$ cat src/rtl/alu_multicycle.sv
// Handshaked execute-stage ALU with NZCV flag register and a one-bit-per-cycle multiplier.
// Latency: 1 edge for single-cycle ops, WIDTH+1 edges for MUL; the result is held until out_ready.
module alu_multicycle #(
  parameter int WIDTH = 32
) (
  input  logic             clk,
  input  logic             rst,
  input  logic             in_valid,
  output logic             in_ready,
  input  logic [WIDTH-1:0] lhs,
  input  logic [WIDTH-1:0] rhs,
  input  logic [4:0]       uop,
  input  logic             set_flags,
  output logic             out_valid,
  input  logic             out_ready,
  output logic [WIDTH-1:0] out_alu,
  output logic [3:0]       flags
);

  localparam int SHW = $clog2(WIDTH);
  localparam logic [SHW-1:0] CNT_LAST = SHW'(WIDTH - 1);

  localparam logic [4:0] OP_ADD = 5'd1;
  localparam logic [4:0] OP_SUB = 5'd2;
  localparam logic [4:0] OP_AND = 5'd3;
  localparam logic [4:0] OP_XOR = 5'd4;
  localparam logic [4:0] OP_CMP = 5'd5;
  localparam logic [4:0] OP_LSL = 5'd6;
  localparam logic [4:0] OP_LSR = 5'd7;
  localparam logic [4:0] OP_MOV = 5'd8;
  localparam logic [4:0] OP_ADC = 5'd9;
  localparam logic [4:0] OP_SBC = 5'd10;
  localparam logic [4:0] OP_ASR = 5'd11;
  localparam logic [4:0] OP_ROR = 5'd12;
  localparam logic [4:0] OP_ORR = 5'd13;
  localparam logic [4:0] OP_MUL = 5'd14;

  typedef enum logic [1:0] {
    S_IDLE,
    S_MUL,
    S_DONE
  } state_t;

  state_t state_q, state_d;

  logic             accept;
  logic             is_mul;

  logic [WIDTH-1:0] addb;
  logic             cin;
  logic [WIDTH:0]   sum;
  logic             add_v;

  logic [7:0]       amt;
  logic [SHW-1:0]   rot_r;
  logic [SHW-1:0]   rot_l;
  logic [WIDTH:0]   lsl_x;
  logic [WIDTH:0]   lsr_x;
  logic signed [WIDTH:0] asr_x;
  logic [WIDTH-1:0] ror_res;

  logic [WIDTH-1:0] alu_res;
  logic [3:0]       alu_flags;
  logic             alu_wr;
  logic             c_new;
  logic             v_new;
  logic             op_ok;
  logic             is_shift;

  logic [WIDTH-1:0] mul_acc;
  logic [WIDTH-1:0] mul_mcand;
  logic [WIDTH-1:0] mul_mplier;
  logic [SHW-1:0]   mul_cnt;
  logic             mul_sf;
  logic [WIDTH-1:0] mul_sum;

  assign in_ready  = (state_q == S_IDLE) | ((state_q == S_DONE) & out_ready);
  assign out_valid = (state_q == S_DONE);
  assign accept    = in_valid & in_ready;
  assign is_mul    = (uop == OP_MUL);

  // Subtraction forms are lhs + ~rhs + cin, which gives ARM-style carry (1 = no borrow).
  always_comb begin
    addb = rhs;
    cin  = 1'b0;
    case (uop)
      OP_SUB, OP_CMP: begin
        addb = ~rhs;
        cin  = 1'b1;
      end
      OP_ADC: cin = flags[2];
      OP_SBC: begin
        addb = ~rhs;
        cin  = flags[2];
      end
      default: ;
    endcase
  end

  assign sum   = {1'b0, lhs} + {1'b0, addb} + {{WIDTH{1'b0}}, cin};
  assign add_v = (lhs[WIDTH-1] == addb[WIDTH-1]) & (sum[WIDTH-1] ^ lhs[WIDTH-1]);

  // One extra bit beside each shifter catches the last bit shifted out as carry.
  assign amt     = rhs[7:0];
  assign lsl_x   = {1'b0, lhs} << amt;
  assign lsr_x   = {lhs, 1'b0} >> amt;
  assign asr_x   = $signed({lhs, 1'b0}) >>> amt;
  assign rot_r   = amt[SHW-1:0];
  assign rot_l   = -rot_r;
  assign ror_res = (lhs >> rot_r) | (lhs << rot_l);

  always_comb begin
    alu_res  = '0;
    c_new    = flags[2];
    v_new    = flags[0];
    op_ok    = 1'b1;
    is_shift = 1'b0;
    case (uop)
      OP_ADD, OP_SUB, OP_CMP, OP_ADC, OP_SBC: begin
        alu_res = sum[WIDTH-1:0];
        c_new   = sum[WIDTH];
        v_new   = add_v;
      end
      OP_AND: alu_res = lhs & rhs;
      OP_XOR: alu_res = lhs ^ rhs;
      OP_ORR: alu_res = lhs | rhs;
      OP_MOV: alu_res = rhs;
      OP_LSL: begin
        alu_res  = lsl_x[WIDTH-1:0];
        c_new    = lsl_x[WIDTH];
        is_shift = 1'b1;
      end
      OP_LSR: begin
        alu_res  = lsr_x[WIDTH:1];
        c_new    = lsr_x[0];
        is_shift = 1'b1;
      end
      OP_ASR: begin
        alu_res  = asr_x[WIDTH:1];
        c_new    = asr_x[0];
        is_shift = 1'b1;
      end
      OP_ROR: begin
        alu_res  = ror_res;
        c_new    = ror_res[WIDTH-1];
        is_shift = 1'b1;
      end
      default: op_ok = 1'b0;
    endcase
    if (is_shift && (amt == 8'd0)) c_new = flags[2];
    alu_flags = {(alu_res == '0), c_new, alu_res[WIDTH-1], v_new};
    alu_wr    = op_ok & (set_flags | (uop == OP_CMP));
  end

  assign mul_sum = mul_acc + (mul_mplier[0] ? mul_mcand : '0);

  always_comb begin
    state_d = state_q;
    case (state_q)
      S_IDLE: if (accept) state_d = is_mul ? S_MUL : S_DONE;
      S_MUL:  if (mul_cnt == CNT_LAST) state_d = S_DONE;
      S_DONE: begin
        if (out_ready) begin
          if (accept) state_d = is_mul ? S_MUL : S_DONE;
          else        state_d = S_IDLE;
        end
      end
      default: state_d = S_IDLE;
    endcase
  end

  always_ff @(posedge clk or posedge rst) begin
    if (rst) begin
      state_q    <= S_IDLE;
      out_alu    <= '0;
      flags      <= 4'b0000;
      mul_acc    <= '0;
      mul_mcand  <= '0;
      mul_mplier <= '0;
      mul_cnt    <= '0;
      mul_sf     <= 1'b0;
    end else begin
      state_q <= state_d;
      if (accept) begin
        if (is_mul) begin
          mul_acc    <= '0;
          mul_mcand  <= lhs;
          mul_mplier <= rhs;
          mul_cnt    <= '0;
          mul_sf     <= set_flags;
        end else begin
          out_alu <= alu_res;
          if (alu_wr) flags <= alu_flags;
        end
      end else if (state_q == S_MUL) begin
        mul_acc    <= mul_sum;
        mul_mcand  <= mul_mcand << 1;
        mul_mplier <= mul_mplier >> 1;
        mul_cnt    <= mul_cnt + 1'b1;
        if (mul_cnt == CNT_LAST) begin
          out_alu <= mul_sum;
          // MUL touches only N and Z.
          if (mul_sf) flags <= {(mul_sum == '0), flags[2], mul_sum[WIDTH-1], flags[0]};
        end
      end
    end
  end

endmodule
$ cat config.mk
export PLATFORM = sky130hd
export DESIGN_NAME = alu_multicycle
export DESIGN_NICKNAME = d
export VERILOG_FILES = /design/src/rtl/alu_multicycle.sv
export SDC_FILE = /design/constraint.sdc
export NUM_CORES = 1
export LEC_CHECK = 0
export CELL_PAD_IN_SITES_DETAIL_PLACEMENT = 2
export CELL_PAD_IN_SITES_GLOBAL_PLACEMENT = 2
export CORE_MARGIN = 4
export CORE_UTILIZATION = 37
export CTS_CLUSTER_SIZE = 10
export DETAILED_ROUTE_END_ITERATION = 12
export PLACE_DENSITY_LB_ADDON = 0.1
export RECOVER_POWER = 100
export SYNTH_ARGS = -nofsm -noshare
export SYNTH_HDL_FRONTEND = slang
export SYNTH_SLANG_ARGS = --single-unit
export TNS_END_PERCENT = 30
$ cat constraint.sdc
create_clock -name clk -period 5.2 [get_ports clk]
set_input_delay 1.04 -clock clk [delete_from_list [all_inputs] [get_ports clk]]
set_output_delay 1.04 -clock clk [all_outputs]
set_load 0.005 [all_outputs]
==> results of run 1 <==
[per-layer routing]
| layer | overflow | GRT usage, % |
|---|---|---|
| met1 | 1 | 71.8 |
| met2 | 94 | 91.4 |
| met3 | 0 | 54.0 |
| met4 | 82 | 72.0 |
| met5 | 0 | 29.3 |
[cells by family after synthesis]
logic type      count (synthesis)
mux                           191
xor+xnor                       82
buf+inv                       316
flops                         140
compound gates                798
fa+ha+maj                     134
simple gates                 1013
[what timing repair did]
action | in CTS
cloned | 1
pin swaps | 28
endpoints found under the setup margin | 24
resized for setup | 80
buffers inserted | 15
[through the flow]
step	util, %	hold slack, ps	worst slack, ps	setup TNS [ps]	instances
2_1_floorplan	-	455	1.74	0	2674
3_5_place_dp	50.9	474	-1620	-20840	4026
3_3_place_gp	50.9	460	-907	-5410	4026
4_1_cts	52.7	511	-59.7	-59.7	4074
==> flow_summary.ini, run 1 <==
[yosys]
synthTopCellsByArea = dfrtp_1, ha_1, nand2_1, mux4_2, nor2_1
synth-edff-count = 0
synth_top_family_by_area = compound AO/OA/AOI/OAI gates
synth_top_area_cell = dfrtp_1
synth_xor_area_share_pct = 3.57
synthAdderAreaFrac_pct = 8.45
yosys.area.top_type_share_pct = 17.4
ys_types = 89
synth_area_mm2 = 0.0201
syn_nets = 2882
synthSimpleGateAreaFrac_pct = 23.4
synth_warnings = 0
ys_top_cells_by_count = nand2_1, nor2_1, clkbuf_1
ys_ff_latch = 140
synth.avg_cell_area_um2 = 7.52
synth_compound_area_share_pct = 27.2
ys_seq_area_share_pct = 17.4
netlist_instances = 2674
postSynth.asyncResetShare_pct = 100
yosys.cell_count.top_type = nand2_1
synthMuxAreaShare_pct = 13.6
synthFlopType = dfrtp_1

[die]
die_w_um = 241
die_h_um = 241
ioPinCount = 112
start_util_pct = 37.4
rows = 85

[placement]
dp_hpwl_mm = 131
routabilityCongestion = 1.13
numPortBuffers = 111
postPlaceCellArea_mm2 = 0.0274

[global_routing]
first_global_vias = 38600
grt_first_pass_wirelength_mm = 306
grt_overflow = 177
grt_usage_pct = 72.3
grt_max_degree = 72

[run_status]
haltStage = global routing (5_1_grt)
error_line = [ERROR GRT-0116] Global routing finished with congestion. Check the congestion regions in the DRC Viewer.
status = aborted with a tool error

[cts]
htreeDepth = 4
numCtsBuffers = 17
clockRootBuffer = clkbuf_16
clock_sinks = 140
cts_hold_buf = 0
clock_path_buffers = 2
==> run 2: changes to the inputs <==
==> config.mk (replaced) <==
export PLATFORM = sky130hd
export DESIGN_NAME = alu_multicycle
export DESIGN_NICKNAME = d
export VERILOG_FILES = /design/src/rtl/alu_multicycle.sv
export SDC_FILE = /design/constraint.sdc
export NUM_CORES = 1
export LEC_CHECK = 0
export CORE_MARGIN = 4
export CORE_UTILIZATION = 35
export DETAILED_ROUTE_END_ITERATION = 12
export PLACE_DENSITY_LB_ADDON = 0.15
export RECOVER_POWER = 100
export SYNTH_ARGS = -nofsm -noshare
export SYNTH_HDL_FRONTEND = slang
export SYNTH_SLANG_ARGS = --single-unit
export TNS_END_PERCENT = 30
==> run 2 against run 1 <==
The flow now finishes, with violations (capacitance limit, slew limit). Area after synthesis is the same. Synthesized cell count did not move.
==> flow_summary.ini, run 2 <==
[critical_path]
start_kind = primary input
slowest_stage = o32ai_1
path_max_fanout = 14
arrival_ps = 5550
required_ps = 5550
cpMostUsedCell = buf_4
slowest_delay_ps = 780
crit_chain = clkdlybuf4s50_1 > buf_4 > buf_4 > nor3b_1 > nand3_1 > clkbuf_1 > o32ai_1 > nor4_1 > buf_4 > o2111ai_1 > clkbuf_1 > nor3_1 > buf_4 > nand3_1 > nor4_2 > nand3_1 > or4_4 > nor4_4 > a211o_1
crit_buf_inv = 7
end_kind = register
crit_type = primary input to register
crit_family = simple AND/OR/NAND/NOR gates

[pwr]
leakage_uw = 0.0125
netSwitchingFraction_pct = 47.5
switchingPower_uw = 4350
peakVddDrop_mv = 0.343
p_int_uw = 4820
clkPwrFrac_pct = 13.9
powerDensity_mw_per_mm2 = 328
seqPwrFrac_pct = 20.7
combPwrFrac_pct = 65.4

[yosys]
ys_ff_latch = 140
synthMuxAreaShare_pct = 13.6
netlist_instances = 2674
ys_top_cells_by_count = nand2_1, nor2_1, clkbuf_1
synth_warnings = 0
postSynth.asyncResetShare_pct = 100
synthTopCellsByArea = dfrtp_1, ha_1, nand2_1, mux4_2, nor2_1
yosys.area.top_type_share_pct = 17.4
synthSimpleGateAreaFrac_pct = 23.4
synth_top_family_by_area = compound AO/OA/AOI/OAI gates
ys_types = 89
synth.avg_cell_area_um2 = 7.52
synth-edff-count = 0
ys_seq_area_share_pct = 17.4
synthAdderAreaFrac_pct = 8.45
synth_area_mm2 = 0.0201
syn_nets = 2882
synthFlopType = dfrtp_1
synth_top_area_cell = dfrtp_1
synth_xor_area_share_pct = 3.57
yosys.cell_count.top_type = nand2_1
synth_compound_area_share_pct = 27.2

[run]
maxCapViolCount = 2

[global_routing]
first_global_vias = 25000
grt_overflow = 0
grt_first_pass_wirelength_mm = 183
grt_max_degree = 79
antenna_found_initial = 7
grt_usage_pct = 41.8

[placement]
numPortBuffers = 111
routabilityCongestion = 1.12
dp_hpwl_mm = 110

[die]
placeableCoreArea_mm2 = 0.0566
ioPinCount = 112
rows = 87
die_area_mm2 = 0.0614
die_h_um = 248
die_w_um = 248
start_util_pct = 35.5

[cts]
clk_latency_ps = 470
clock_sinks = 140
path_clk_slew_ps = 70
htreeDepth = 4
cts_hold_buf = 0
numCtsBuffers = 17
clockRootBuffer = clkbuf_16
clock_path_buffers = 2
cts_tree = yes

[layout]
areaGrowthSynthToFinish_pct = 38.9
design.final.nets = 3555
final_cell_mix = buf_4, nand2_1, nor2_1, o21ai_0, dfrtp_1
drive_above_1_share_pct = 29.0
final_common_cell = buf_4
final.fill_count = 5672

[detailed_routing]
vias = 26300
remaining_drc_errors = 0
routed_wl_mm = 132
drtIter0Drc = 3383
ant_nets = 0
avgViaCountPerCell = 6.38
wl_per_cell_um = 32.0
dr.pass1.iters = 8

[sta]
fin_crit_sh_pct = 99.9
rsz0062_at_grt = true
maxSlewViolCount = 79
max_freq_mhz = 193
fin_hold_ws_ps = 474
fin_skew_ps = 17.5
slew_headroom_pct = -107
fin_crit_ps = 5190
hold_viol = 0
worst_pin_slew_ps = 3100
tns_ps = 0
finalSetupViolCount = 0

[run_status]
status = complete, but fails checks
violations = capacitance limit, slew limit

[worst_hold_path]
hp-class = register to register
## run 2: cell counts after synthesis
Identical to the previous run, type by type.
## run 2: power by group through the flow
stage | combinational (uW) | clock, uW | sequential [uW]
finish | 6000 | 1270 | 1900
global route | 6420 | 1330 | 1960
CTS | 5900 | 1290 | 1900
detailed placement | 5830 | 0 | 1920
global placement | 5720 | 0 | 1900
floorplan | 3170 | 0 | 1830
## run 2: layer usage
metal / track usage (%) / vias to the layer above / part of all wire [%]
li1: - / 11300 / -
met1: 54.3 / 12900 / 40
met2: 65.1 / 1652 / 43
met3: 8.77 / 372 / 9.4
met4: 22.8 / 4 / 6.9
met5: 0 / - / 0.023
## run 2: repair_timing
item	CTS	global route
resized for setup	36	18
pin swaps	14	17
buffers inserted	4	2
setup endpoints to repair	9	3
## run 2: metrics by stage
stage | cell area [um2] | utilization (%) | worst slack, ps | instances | total power, uW
6_report | 28000 | 49.4 | 5.89 | 4122 | 9170
3_3_place_gp | 27300 | 48.2 | -997 | 4078 | 7620
2_1_floorplan | 20200 | - | 1.74 | 2674 | 4990
4_1_cts | 28000 | 49.5 | 12.2 | 4114 | 9090
5_1_grt | 27900 | 49.4 | -103 | 4116 | 9700
3_5_place_dp | 27300 | 48.2 | -1120 | 4078 | 7750
## run 2: cell type report
type / instances / area [um2] / share of cell area, %
Antenna cell: 6 / 15.0 / 0.0537
Clock buffer: 18 / 439 / 1.57
Inverter: 88 / 333 / 1.19
Clock inverter: 14 / 145 / 0.519
Tap cell: 756 / 946 / 3.38
Multi-Input combinational cell: 2218 / 15600 / 55.7
Timing Repair Buffer: 882 / 7000 / 25.1
Sequential cell: 140 / 3500 / 12.5
## run 2: worst paths after layout
| path | cells past startpoint | startpoint | slack, ps | end |
|---|---|---|---|---|
| worst max-delay path | 19 | uop[4] | 6 | flags[3] |
| worst min-delay path | 2 | out_alu[18] | 470 | out_alu[18] |
| worst max register to register | 17 | mul_mplier[0] | 60 | flags[3] |
| worst min register to register | 2 | out_alu[18] | 470 | out_alu[18] |
| max in group asynchronous | 3 | rst | 630 | mul_acc[0] |
| min in group asynchronous | 2 | rst | 2090 | mul_mplier[14] |
## run 2: cell families (layout without fill, tap and decap cells)
family	count (synthesis)	count (layout)
AO/OA/AOI/OAI	798	798
XOR/XNOR	82	82
AND/OR/NAND/NOR	1013	1013
other	0	6
multiplexers	191	191
adder cells (fa/ha/maj)	134	134
buffers and inverters	316	1002
flip-flops	140	140
## run 2: worst reg2reg max path: stages (launching register included)
cell	delay (ps)
dfrtp_1	520
and2_0	220
ha_1	220
fa_1	450
a21oi_1	260
o2111ai_1	300
a21oi_2	260
buf_4	140
nand2b_1	100
a31oi_1	170
a31o_2	320
xor2_1	170
or4_1	580
or4_1	490
nor4_1	300
nor4b_4	330
buf_4	180
a211o_1	90
(Power assumes the default switching activity.)
==> run 3: changes to the inputs <==
--- a/config.mk
+++ b/config.mk
@@ -8,8 +8,8 @@
 export CORE_MARGIN = 4
 export CORE_UTILIZATION = 35
 export DETAILED_ROUTE_END_ITERATION = 12
+export DONT_BUFFER_PORTS = 1
 export PLACE_DENSITY_LB_ADDON = 0.15
-export RECOVER_POWER = 100
 export SYNTH_ARGS = -nofsm -noshare
 export SYNTH_HDL_FRONTEND = slang
 export SYNTH_SLANG_ARGS = --single-unit
==> run 3 against run 2 <==
The run now ends clean. Combinational power shrank 16%. Clock skew about the same. Sequential share of layout area up 2.2 points. Non-clock buffer count fell by 507. Die area is the same. Routed wire length decreased by 3.6%. Clock power hardly changed.
==> flow_summary.ini, run 3 (synthesized netlist as in run 2, its figures left out) <==
[cts]
htreeDepth = 4
clk_latency_ps = 470
clockRootBuffer = clkbuf_16
numCtsBuffers = 17
clock_sinks = 140
cts_tree = yes
path_clk_slew_ps = 70
cts_hold_buf = 0
clock_path_buffers = 2

[run]
maxCapViolCount = 0

[layout]
final.fill_count = 5848
utilization_pct = 42.0
drive_above_1_share_pct = 20.5
areaGrowthSynthToFinish_pct = 18.2
final_cell_mix = nand2_1, buf_4, nor2_1, o21ai_0, dfrtp_1
design.final.nets = 3048
final_common_cell = nand2_1
fin_cells = 3611

[critical_path]
cpMostUsedCell = buf_4
slowest_delay_ps = 570
worstReg2RegStart = mul_mplier[0]
path_max_fanout = 129
slowest_stage = or4_4
required_ps = 5600
crit_chain = inv_1 > buf_4 > ha_1 > buf_12 > buf_4 > o21a_1 > mux2_2 > buf_4 > a311oi_1 > o311ai_0 > a2111o_1 > or4_1 > or4_4 > nor4_2 > a211o_1
arrival_ps = 5460
start_kind = primary input
cp-startpoint = rhs[0]
crit_type = primary input to register
end_kind = register
crit_family = compound AO/OA/AOI/OAI gates
crit_buf_inv = 5

[detailed_routing]
drtIter0Drc = 3467
avgViaCountPerCell = 6.72
remaining_drc_errors = 0
ant_nets = 0
dr.pass1.iters = 6
routed_wl_mm = 127
vias = 24300
wl_per_cell_um = 35.3

[global_routing]
grt_max_degree = 130
grt_overflow = 0
antenna_found_initial = 15
grt_usage_pct = 40.4
grt_first_pass_wirelength_mm = 177
first_global_vias = 22900

[sta]
rsz0062_at_grt = false
fin_skew_ps = 17.8
max_freq_mhz = 198
maxSlewViolCount = 0
hold_viol = 0
finalSetupViolCount = 0
worst_pin_slew_ps = 1490
fin_crit_sh_pct = 97.3
fin_crit_ps = 5060
slew_headroom_pct = 0.730

[pwr]
peakVddDrop_mv = 0.309
powerDensity_mw_per_mm2 = 347
leakage_uw = 0.0101

[placement]
routabilityCongestion = 1.12
dp_hpwl_mm = 98.1
dp.cells = 3577
numPortBuffers = 0

[worst_hold_path]
hp-class = primary input to asynchronous set/reset pin

[die]
die_w_um = 248
rows = 87
placeableCoreArea_mm2 = 0.0566
start_util_pct = 35.5
die_area_mm2 = 0.0614
ioPinCount = 112
die_h_um = 248

[run_status]
status = finished clean
run 3: routing by layer:
layer / GRT usage, % / wire length, um / part of all wire [%]
met1: 53.2 / 51300 / 40
met2: 61.1 / 54300 / 43
met3: 10.3 / 13300 / 10
met4: 20.9 / 8310 / 6.5
met5: 0 / 79 / 0.062
run 3: where the power goes:
| group | leakage [uW] | internal (uW) | switching [uW] |
|---|---|---|---|
| Combinational | 0.00815 | 2140 | 2910 |
| Clock | 0.000286 | 694 | 570 |
| Sequential | 0.00167 | 1570 | 376 |
| Total | 0.0101 | 4410 | 3850 |
run 3: through the flow:
step           cell area (um2)  setup slack (ps)  setup TNS (ps)  total power, uW  hold slack (ps)
6_report                 23800               138               0             8260              444
5_1_grt                  23800              22.4               0             8810              469
4_1_cts                  23700              8.26               0             8170              445
3_5_place_dp             23200              -460            -849             6890              482
3_3_place_gp             23200              -400            -642             6810              476
2_1_floorplan            20200              1.74               0             4990              455
run 3: cell type report:
type,count,area [um2],area share [%]
multi-input combinational,2218,15500,65.1
sequential,140,3500,14.7
timing repair buffer,375,2930,12.3
tap,756,946,3.98
clock buffer,19,453,1.90
inverter,88,338,1.42
clock inverter,13,130,0.547
antenna,2,5.00,0.0210
run 3: what timing repair did:
item                                    CTS  global route
resized for setup                         0            12
endpoints found under the setup margin    0             3
setup buffers                             0             0
run 3: final timing paths:
path                       slack (ps)  cells past startpoint            end
max                               140                     15       flags[3]
min                               440                      1  mul_mplier[8]
max reg2reg                       300                     18       flags[3]
min reg2reg                       500                      2    mul_acc[23]
max in group asynchronous        3620                      2     out_alu[3]
min in group clk                  500                      2    mul_acc[23]
==> RTL edit (config.mk and constraints of run 2) <==
The parameter `WIDTH` goes from 32 to 16.
--- a/src/rtl/alu_multicycle.sv
+++ b/src/rtl/alu_multicycle.sv
@@ -1,7 +1,7 @@
 // Handshaked execute-stage ALU with NZCV flag register and a one-bit-per-cycle multiplier.
 // Latency: 1 edge for single-cycle ops, WIDTH+1 edges for MUL; the result is held until out_ready.
 module alu_multicycle #(
-  parameter int WIDTH = 32
+  parameter int WIDTH = 16
 ) (
   input  logic             clk,
   input  logic             rst,
Interface: changed (resized lhs, out_alu and rhs); port bits go from 112 to 64. The function was not compared with the original's and may differ.
==> RTL edit against run 2 <==
  * Clock power decreased by 44%
  * Final area decreased by 60%
  * Routed wire length decreased by 68%
  * Sequential share of layout area increased by 4.4 points
  * Sequential cell count decreased by 65
  * Register-to-register slack improved by 1200 ps
  * The run still ends with capacitance limit, slew limit left
  * Area after synthesis decreased by 54%
  * Worst setup slack improved by 110 ps
  * Total power decreased by 62%
==> RTL edit: results (changes against run 2) <==
The detailed router's first-iteration violation count is 1187 (-65%). The complex-gate fraction of the synthesized area is 24.3% (-2.9 points). The fill cell instance count of the final layout came out at 2719 (-52%). The number of global-route vias before repair is 9324 (-63%). The synthesized-area fraction occupied by adder cells came out at 9.41% (+0.96 points).

The total placed cells including tap cells is 1589 (-61%). The startpoint identified for the worst hold timing path is out_alu[12]$_DFFE_PP0P_. The total of plain and repair buffers excluding clock buffers came out at 169 (-81%). The number of slew-limit violations in the final report came out at 78 (-1.3%). The share of final layout cell area taken by clock buffers and inverters was 2.97% (+0.88 points). The actual transition at the worst max-transition pin is 2180 ps (-923 ps).

The number of non-clock inverters in the layout came out at 43 (-51%). The number of combinational gates with multiple inputs came to 967 (-56%). The final hold slack is 474 ps (-0.220 ps). The flow ran to the end, but the final reports show violations.

The final antenna diode count came out at 0 (-6). The count of maximum capacitance violations is 2 (unchanged). The fraction of final layout cells sized beyond drive strength 1 is 14.9% (-14 points). The xor and xnor area share after synthesis came out at 3.87% (+0.30 points). The final reports fail on capacitance limit, slew limit. The register share of total power came out at 27.4% (+6.7 points). The static power due to leakage was 4.71 nW (-62%). The worst ir drop on vdd is 0.362 mV (+5.5%).

The combined area of the multi-input logic cells was 6870 um^2 (-56%). Sorting the synthesized cells by how often they occur yields sky130_fd_sc_hd__nor2_1 (145), sky130_fd_sc_hd__nand2_1 (90), sky130_fd_sc_hd__dfrtp_1 (75), sky130_fd_sc_hd__o21ai_0 (72), sky130_fd_sc_hd__ha_1 (65). The total via count in the routed design came to 9887 (-62%). The maximum cell stage delay along the critical path came to 590 ps (-190 ps). The internal power contribution is 1.99 mW (-59%). The worst reg2reg path depth came out at 15 (-2).

The fraction of cell area in non-clock buffers is 13.0% (-12 points). The post-detailed-route via-to-cell ratio is 6.16 (-3.4%). The total iterations of the first detailed-routing run came to 5 (-3). The post-route clock skew is 11.2 ps (-6.24 ps). The CTS buffer count was 9 (-8). The startpoint of the worst-slack reg-to-reg timing path is flags[2]$_DFFE_PP0P_. The number of antenna violations at the first check in global routing is 2 (-5). The share of synthesized area occupied by flip-flops and latches was 20.2% (+2.8 points). The clock group total power came out at 0.711 mW (-44%).

The total of buffers placed on input and output ports was 63 (-43%). The HPWL after detailed placement came out at 33500 um (-70%). The global-route wire length before repair came to 61700 um (-66%). The maximum fanout along the worst path is 6 (-8). After synthesis, the cell types taking the most area are sky130_fd_sc_hd__dfrtp_1 (20%), sky130_fd_sc_hd__ha_1 (8.8%), sky130_fd_sc_hd__mux2i_1 (5.9%). The slack of the worst reg-to-reg path was 1210 ps (+1150 ps). The final net count is 1375 (-61%). The post-CTS setup buffer count came to 0 (-4).
==> RTL edit: cell count changes after synthesis, sizes merged, moves of 39 or more <==
| cell | run 2 | this run |
|---|---|---|
| a31oi | 80 | 10 |
| a21oi | 139 | 57 |
| mux4 | 61 | 22 |
| ha | 131 | 65 |
| o21ai | 156 | 72 |
| dfrtp | 140 | 75 |
| inv | 85 | 42 |
| nand3 | 102 | 39 |
| nand2 | 385 | 90 |
| nor2 | 239 | 145 |
| clkbuf | 162 | 48 |
==> RTL edit: what timing repair did <==
action / in CTS / in global routing
endpoints found under the setup margin: 0 / 1
gates resized for setup: 0 / 6
hold buffers: 0 / 0
==> RTL edit: metal layers <==
metal	up-vias	part of all wire (%)	track usage (%)
met5	-	0.064	0
li1	4535	-	-
met1	4788	44	40.0
met3	106	7.2	3.42
met4	4	4.4	9.89
met2	454	45	44.7
==> RTL edit: critical path, delay by kind of cell <==
kind                       cells  cell delay [ps]
and+or+nand+nor                8             1860
adders and majority gates      2              890
AOI/OAI and AO/OA              4              850
buffers and inverters          1              500
xor gates and xnor gates       2              220
==> RTL edit: worst max-delay path by stage <==
stage | startpoint | slack [ps] | to | cells past startpoint
final | uop[1] | 110 | flags[3]$_DFFE_PP0P_ | 17
after global routing | uop[1] | 4 | flags[3]$_DFFE_PP0P_ | 17
after floorplan | uop[1] | 220 | flags[3]$_DFFE_PP0P_ | 17
after CTS | uop[1] | 110 | flags[3]$_DFFE_PP0P_ | 17
after detailed placement | uop[1] | -230 | flags[3]$_DFFE_PP0P_ | 17
after global placement | uop[1] | -90 | flags[3]$_DFFE_PP0P_ | 17
